**src/rtl/sdram_port_arbiter.sv**
```systemverilog
// Burst sequencer/arbiter sharing one SDRAM controller between TFT reads, UART writes and auto-refresh.
// Define ARB_STARVE_GUARD_EN to let a starved write outrank reads after STARVE_MAX read grants.
module sdram_port_arbiter #(
  parameter int ADDR_W     = 22,
  parameter int REF_PERIOD = 390,
  parameter int STARVE_MAX = 4
) (
  input  logic              sys_clk,
  input  logic              sys_nrst,
  input  logic              rd_req,
  input  logic [ADDR_W-1:0] rd_addr,
  output logic              rd_gnt,
  output logic              rd_done,
  input  logic              wr_req,
  input  logic [ADDR_W-1:0] wr_addr,
  output logic              wr_gnt,
  output logic              wr_done,
  output logic              ctl_valid,
  output logic [1:0]        ctl_cmd,
  output logic [ADDR_W-1:0] ctl_addr,
  input  logic              ctl_ready,
  input  logic              ctl_done,
  output logic [1:0]        owner,
  output logic              ref_miss
);

  localparam int TMR_W = $clog2(REF_PERIOD);
  localparam logic [TMR_W-1:0] TMR_LAST = TMR_W'(REF_PERIOD - 1);

  localparam logic [1:0] CMD_NONE = 2'd0;
  localparam logic [1:0] CMD_RD   = 2'd1;
  localparam logic [1:0] CMD_WR   = 2'd2;
  localparam logic [1:0] CMD_REF  = 2'd3;

  typedef enum logic [1:0] {
    ST_IDLE  = 2'd0,
    ST_ISSUE = 2'd1,
    ST_BUSY  = 2'd2
  } state_t;

  state_t            state_reg, state_next;
  logic [1:0]        cmd_reg, cmd_next;
  logic [ADDR_W-1:0] addr_reg, addr_next;

  logic [TMR_W-1:0]  timer_reg;
  logic              ref_pending_reg;
  logic              ref_miss_reg;
  logic              rd_gnt_reg, wr_gnt_reg, rd_done_reg, wr_done_reg;

  logic handshake, burst_end, timer_wrap, ref_hs, wr_boost;

  assign handshake  = (state_reg == ST_ISSUE) && ctl_ready;
  assign burst_end  = (state_reg == ST_BUSY) && ctl_done;
  assign timer_wrap = (timer_reg == TMR_LAST);
  assign ref_hs     = handshake && (cmd_reg == CMD_REF);

`ifdef ARB_STARVE_GUARD_EN
  localparam int STARVE_W = $clog2(STARVE_MAX + 1);
  localparam logic [STARVE_W-1:0] STARVE_LIM = STARVE_W'(STARVE_MAX);

  logic [STARVE_W-1:0] starve_reg;

  // Saturates so a write that appears mid-grant cannot push the count past the trip point.
  always_ff @(posedge sys_clk) begin
    if (!sys_nrst) begin
      starve_reg <= '0;
    end else if (wr_gnt_reg) begin
      starve_reg <= '0;
    end else if (rd_gnt_reg && wr_req && (starve_reg != STARVE_LIM)) begin
      starve_reg <= starve_reg + 1'b1;
    end
  end

  assign wr_boost = wr_req && (starve_reg == STARVE_LIM);
`else
  assign wr_boost = 1'b0;
`endif

  // State register, including the latched command of the current burst.
  always_ff @(posedge sys_clk) begin
    if (!sys_nrst) begin
      state_reg <= ST_IDLE;
      cmd_reg   <= CMD_NONE;
      addr_reg  <= '0;
    end else begin
      state_reg <= state_next;
      cmd_reg   <= cmd_next;
      addr_reg  <= addr_next;
    end
  end

  always_comb begin
    state_next = state_reg;
    cmd_next   = cmd_reg;
    addr_next  = addr_reg;
    unique case (state_reg)
      ST_IDLE: begin
        if (ref_pending_reg) begin
          state_next = ST_ISSUE;
          cmd_next   = CMD_REF;
          addr_next  = '0;
        end else if (wr_boost) begin
          state_next = ST_ISSUE;
          cmd_next   = CMD_WR;
          addr_next  = wr_addr;
        end else if (rd_req) begin
          state_next = ST_ISSUE;
          cmd_next   = CMD_RD;
          addr_next  = rd_addr;
        end else if (wr_req) begin
          state_next = ST_ISSUE;
          cmd_next   = CMD_WR;
          addr_next  = wr_addr;
        end
      end
      ST_ISSUE: if (ctl_ready) state_next = ST_BUSY;
      ST_BUSY:  if (ctl_done)  state_next = ST_IDLE;
      default:  state_next = ST_IDLE;
    endcase
  end

  always_comb begin
    ctl_valid = 1'b0;
    ctl_cmd   = CMD_NONE;
    ctl_addr  = '0;
    owner     = CMD_NONE;
    if (state_reg == ST_ISSUE) begin
      ctl_valid = 1'b1;
      ctl_cmd   = cmd_reg;
      ctl_addr  = addr_reg;
    end
    if (state_reg != ST_IDLE) owner = cmd_reg;
  end

  // A refresh wrap coinciding with its own handshake re-arms the request rather than missing it.
  always_ff @(posedge sys_clk) begin
    if (!sys_nrst) begin
      timer_reg       <= '0;
      ref_pending_reg <= 1'b0;
      ref_miss_reg    <= 1'b0;
    end else begin
      timer_reg <= timer_wrap ? '0 : timer_reg + 1'b1;
      if (timer_wrap) begin
        ref_pending_reg <= 1'b1;
      end else if (ref_hs) begin
        ref_pending_reg <= 1'b0;
      end
      if (timer_wrap && ref_pending_reg && !ref_hs) ref_miss_reg <= 1'b1;
    end
  end

  always_ff @(posedge sys_clk) begin
    if (!sys_nrst) begin
      rd_gnt_reg  <= 1'b0;
      wr_gnt_reg  <= 1'b0;
      rd_done_reg <= 1'b0;
      wr_done_reg <= 1'b0;
    end else begin
      rd_gnt_reg  <= handshake && (cmd_reg == CMD_RD);
      wr_gnt_reg  <= handshake && (cmd_reg == CMD_WR);
      rd_done_reg <= burst_end && (cmd_reg == CMD_RD);
      wr_done_reg <= burst_end && (cmd_reg == CMD_WR);
    end
  end

  assign rd_gnt   = rd_gnt_reg;
  assign wr_gnt   = wr_gnt_reg;
  assign rd_done  = rd_done_reg;
  assign wr_done  = wr_done_reg;
  assign ref_miss = ref_miss_reg;

endmodule

```
**config.mk**
```make
export PLATFORM = sky130hd
export DESIGN_NAME = sdram_port_arbiter
export DESIGN_NICKNAME = d
export VERILOG_FILES = /design/src/rtl/sdram_port_arbiter.sv
export SDC_FILE = /design/constraint.sdc
export NUM_CORES = 1
export LEC_CHECK = 0
export BUFFER_PORTS_ARGS = -buffer_cell sky130_fd_sc_hd__clkbuf_2
export CAP_MARGIN = 25
export CORE_UTILIZATION = 52
export DETAILED_ROUTE_END_ITERATION = 8
export GPL_ROUTABILITY_DRIVEN = 0
export GPL_TIMING_DRIVEN = 0
export PLACE_DENSITY = 0.86
export SETUP_SLACK_MARGIN = 0.1
export SYNTH_ARGS = -nofsm -noshare
export SYNTH_HDL_FRONTEND = slang
export SYNTH_SLANG_ARGS = --single-unit
```
**constraint.sdc**
```tcl
create_clock -name sys_clk -period 2.3 [get_ports sys_clk]
set_input_delay 0.345 -clock sys_clk [delete_from_list [all_inputs] [get_ports sys_clk]]
set_output_delay 0.345 -clock sys_clk [all_outputs]
set_load 0.05 [all_outputs]
```
==> key figures <==
Detailed routing
  • Drt pass-1 iters: 4
  • Final wirelength: ~5.2 mm
  • Final ANT Viol Nets: 0
  • Via count: between 2k and 2.5k
  • DRC violations left: 0
  • Post-DR wirelength/cell: roughly 14 um
  • Vias per cell: 5.621
  • First DRT Iteration DRCs: 156

Logic synthesis
  • Post-synthesis sequential area ratio: 39.81%
  • Syn Area/Cell: 8.628 um^2
  • Unique masters post-synth: 32
  • Top post-synthesis cells by area: dfxtp_1 (40%), mux2i_1 (11%), or4_1 (8.0%)
  • Yosys top cell area share: approximately two fifths
  • Syn Nets: between 200 and 300
  • Cells after Synth: between 200 and 250
  • Post-Syn Area: just over 2000 um^2
  • Post-synth EDFFs: 0
  • Async SR Flop Fraction: 0%
  • Top post-synthesis cells by count: dfxtp_1 (41), a21oi_1 (30), o21ai_0 (29)
  • Yosys warning count: 0
  • Count leader, synth: dfxtp_1
  • Cell taking the most area after synthesis: dfxtp_1
  • Yosys reg bits: approximately 40
  • Most used DFF post-synth: dfxtp_1

Layout
  • Register area: 823.3 um^2
  • Multi-input logic area: between 1000 and 1500 um^2
  • Post-route core utilization: between 70% and 80%
  • Non-Filler Instances: 375
  • # fillers: roughly 330
  • Max FFs per register: 22
  • Share of cells above drive strength 1: roughly a third
  • Number of inserted diodes: 0
  • Area Growth Syn to Fin: 28.88%
  • Layout Nets: between 300 and 400

Min path
  • Worst Hold Class: in -> reg
  • WHS Path Cells: 2
  • Hold_sp: ctl_ready
  • Worst hold path endpoint: state_reg[0]

Floorplanning
  • Die height: roughly 65 um
  • Die ar.: 4221 um^2
  • Starting Density: between 50% and 60%
  • Die Wd: roughly 65 um
  • Core region area: about 3700 um^2
  • Cell Rows: 22
  • I/O pins: just over 80

STA
  • Slew Limit Fails: 0
  • F_max: just under 500 MHz
  • Final period util: 89.61%
  • Tightest Pin Transition: approximately 0.49 ns
  • Final setup fails: 0
  • TNS Setup: 0 ns
  • Worst Skew: 0.005375 ns
  • RSZ-0062 raised after global routing: no
  • Min cycle time layout: 2.061 ns
  • Setup WS post-layout: ~0.24 ns
  • Hold Vio Cnt, Final: 0
  • Rel. slew slack: between 60% and 70%

Clock network
  • Clk sinks: approximately 40
  • CTS buffer count: 5
  • Clock latency on the worst-skew pair: roughly 0.3 ns
  • TritonCTS clock tree: built
  • Post-CTS Setup Inserts: 0
  • Htree depth: 2
  • Cts-stage hold buffer count: 0
  • Worst-path clk slew: around 0.080 ns
  • CTS root buf: clkbuf_8
  • Clock Path Buffers: 2

Critical path
  • Critical R2R Capture: addr_reg[4]
  • CP required: between 1.5 and 2 ns
  • Worst R2R Setup Slack: ~0.52 ns
  • Maximum fanout along the worst path: 10
  • Worst setup SP type: register
  • Data arrival time of the worst path: 1.72 ns
  • Kind of critical path: reg -> out
  • RR Startpoint: ref_pending_reg
  • R2R depth: 5
  • Crit. End Element: primary output

Placed design
  • Setup WS pre-CTS: between 0.2 and 0.25 ns
  • Port buffer count: 80
  • Placed insts: between 300 and 400
  • Post-DP HPWL: ~3.8 mm

Global route
  • Largest net degree at the start of global routing: 14
  • Initial antenna violation count: 0
  • Grt ovf: 0
  • Number of global-route vias before repair: between 1.5k and 2k
  • Tot GR Track Use: between 20% and 30%
  • First-pass GRT wire length: 8.390 mm

Power and ir drop
  • Total power: between 1500 and 2000 uW
  • Leak Pwr: 0.001218 uW
  • Power Dens Cells: 659.1 nW/um^2
  • VDD IR max: around 480 uV

Flow run
  • Max-Cap Viols: 0

Outcome
  • Status: completed
## routing by layer
metal | global-route usage (%) | up-vias | wire, um
li1 | - | 1049 | -
met1 | 30.35 | 960 | 2074
met2 | 45.70 | 90 | 2600
met3 | 5.458 | 9 | 385
met4 | 10.00 | 0 | 106
met5 | 0 | - | 0
## how the worst max path moves through the flow
stage | startpoint | to | slack [ns] | depth (start not counted)
floorplan | state_reg[0] | ctl_addr[13] | 0.17 | 3
global placement | state_reg[0] | ctl_addr[13] | 0.23 | 4
detailed placement | state_reg[0] | ctl_addr[13] | 0.22 | 4
CTS | state_reg[0] | ctl_addr[5] | 0.12 | 4
global route | state_reg[1] | owner[0] | 0.14 | 5
finish | state_reg[1] | owner[0] | 0.24 | 5
## logic make-up (layout without fill, tap and decap cells)
family          count (synthesis)  count (layout)  synth area share, %
mux                            22              22                10.68
simple gates                   84              84                25.36
xor+xnor                        3               3                1.275
buf+inv                        24             112                5.521
fa+ha+maj                       2               2                1.213
compound gates                 63              63                16.14
flops                          41              41                39.81
## power by group
group | internal [uW] | switching, uW
Clock | 353 | 246
Combinational | 143 | 225
Sequential | 756 | 29.3
Total | 1250 | 501
## cells in the final DEF (no fill, tap or decap), types with 2 or more instances in the layout
cell type / synthesis / layout
clkbuf_2: 0 / 82
nand3b_1: 4 / 4
nor2_1: 11 / 11
nand4_1: 2 / 2
dfxtp_2: 0 / 2
mux2i_1: 22 / 22
dfxtp_1: 41 / 39
o21ai_0: 29 / 29
clkbuf_1: 11 / 7
nand2_1: 4 / 4
buf_6: 2 / 2
buf_2: 4 / 6
clkbuf_8: 0 / 6
and2_1: 25 / 25
ha_1: 2 / 2
inv_1: 4 / 4
or4_1: 22 / 22
xor2_1: 2 / 2
nand3_1: 5 / 5
a21oi_1: 30 / 30
or3_1: 4 / 4
## area by class of cell
class | instances | area share [%]
clock inverters | 2 | 1.412
flip-flops and latches | 41 | 30.98
plain buffers | 19 | 3.766
multi-input cells | 174 | 42.70
repair buffers | 80 | 15.07
inverters | 5 | 0.7062
well taps | 48 | 2.260
clock buffers | 6 | 3.107
## worst max-delay path, cell delays in order (launching register included)
cell and delay (ns):
dfxtp_2 0.40, or2_1 0.16, clkbuf_2 0.21, clkbuf_2 0.23
and2_1 0.16, buf_2 0.26
## through the flow
| step | instance area (um^2) | hold slack [ns] |
|---|---|---|
| global placement | 2522 | 0.4482 |
| finish | 2658 | 0.2853 |
| CTS | 2649 | 0.2927 |
| detailed placement | 2522 | 0.4530 |
| floorplan | 2062 | 0.4446 |
| global route | 2658 | 0.2745 |
## repair_timing
action / in CTS / in global routing
endpoints found under the setup margin: 22 / 21
gates resized for setup: 4 / 7
hold endpoints to repair: 0 / 0
pin swaps: 0 / 0
Power figures use the tool's default switching activity.
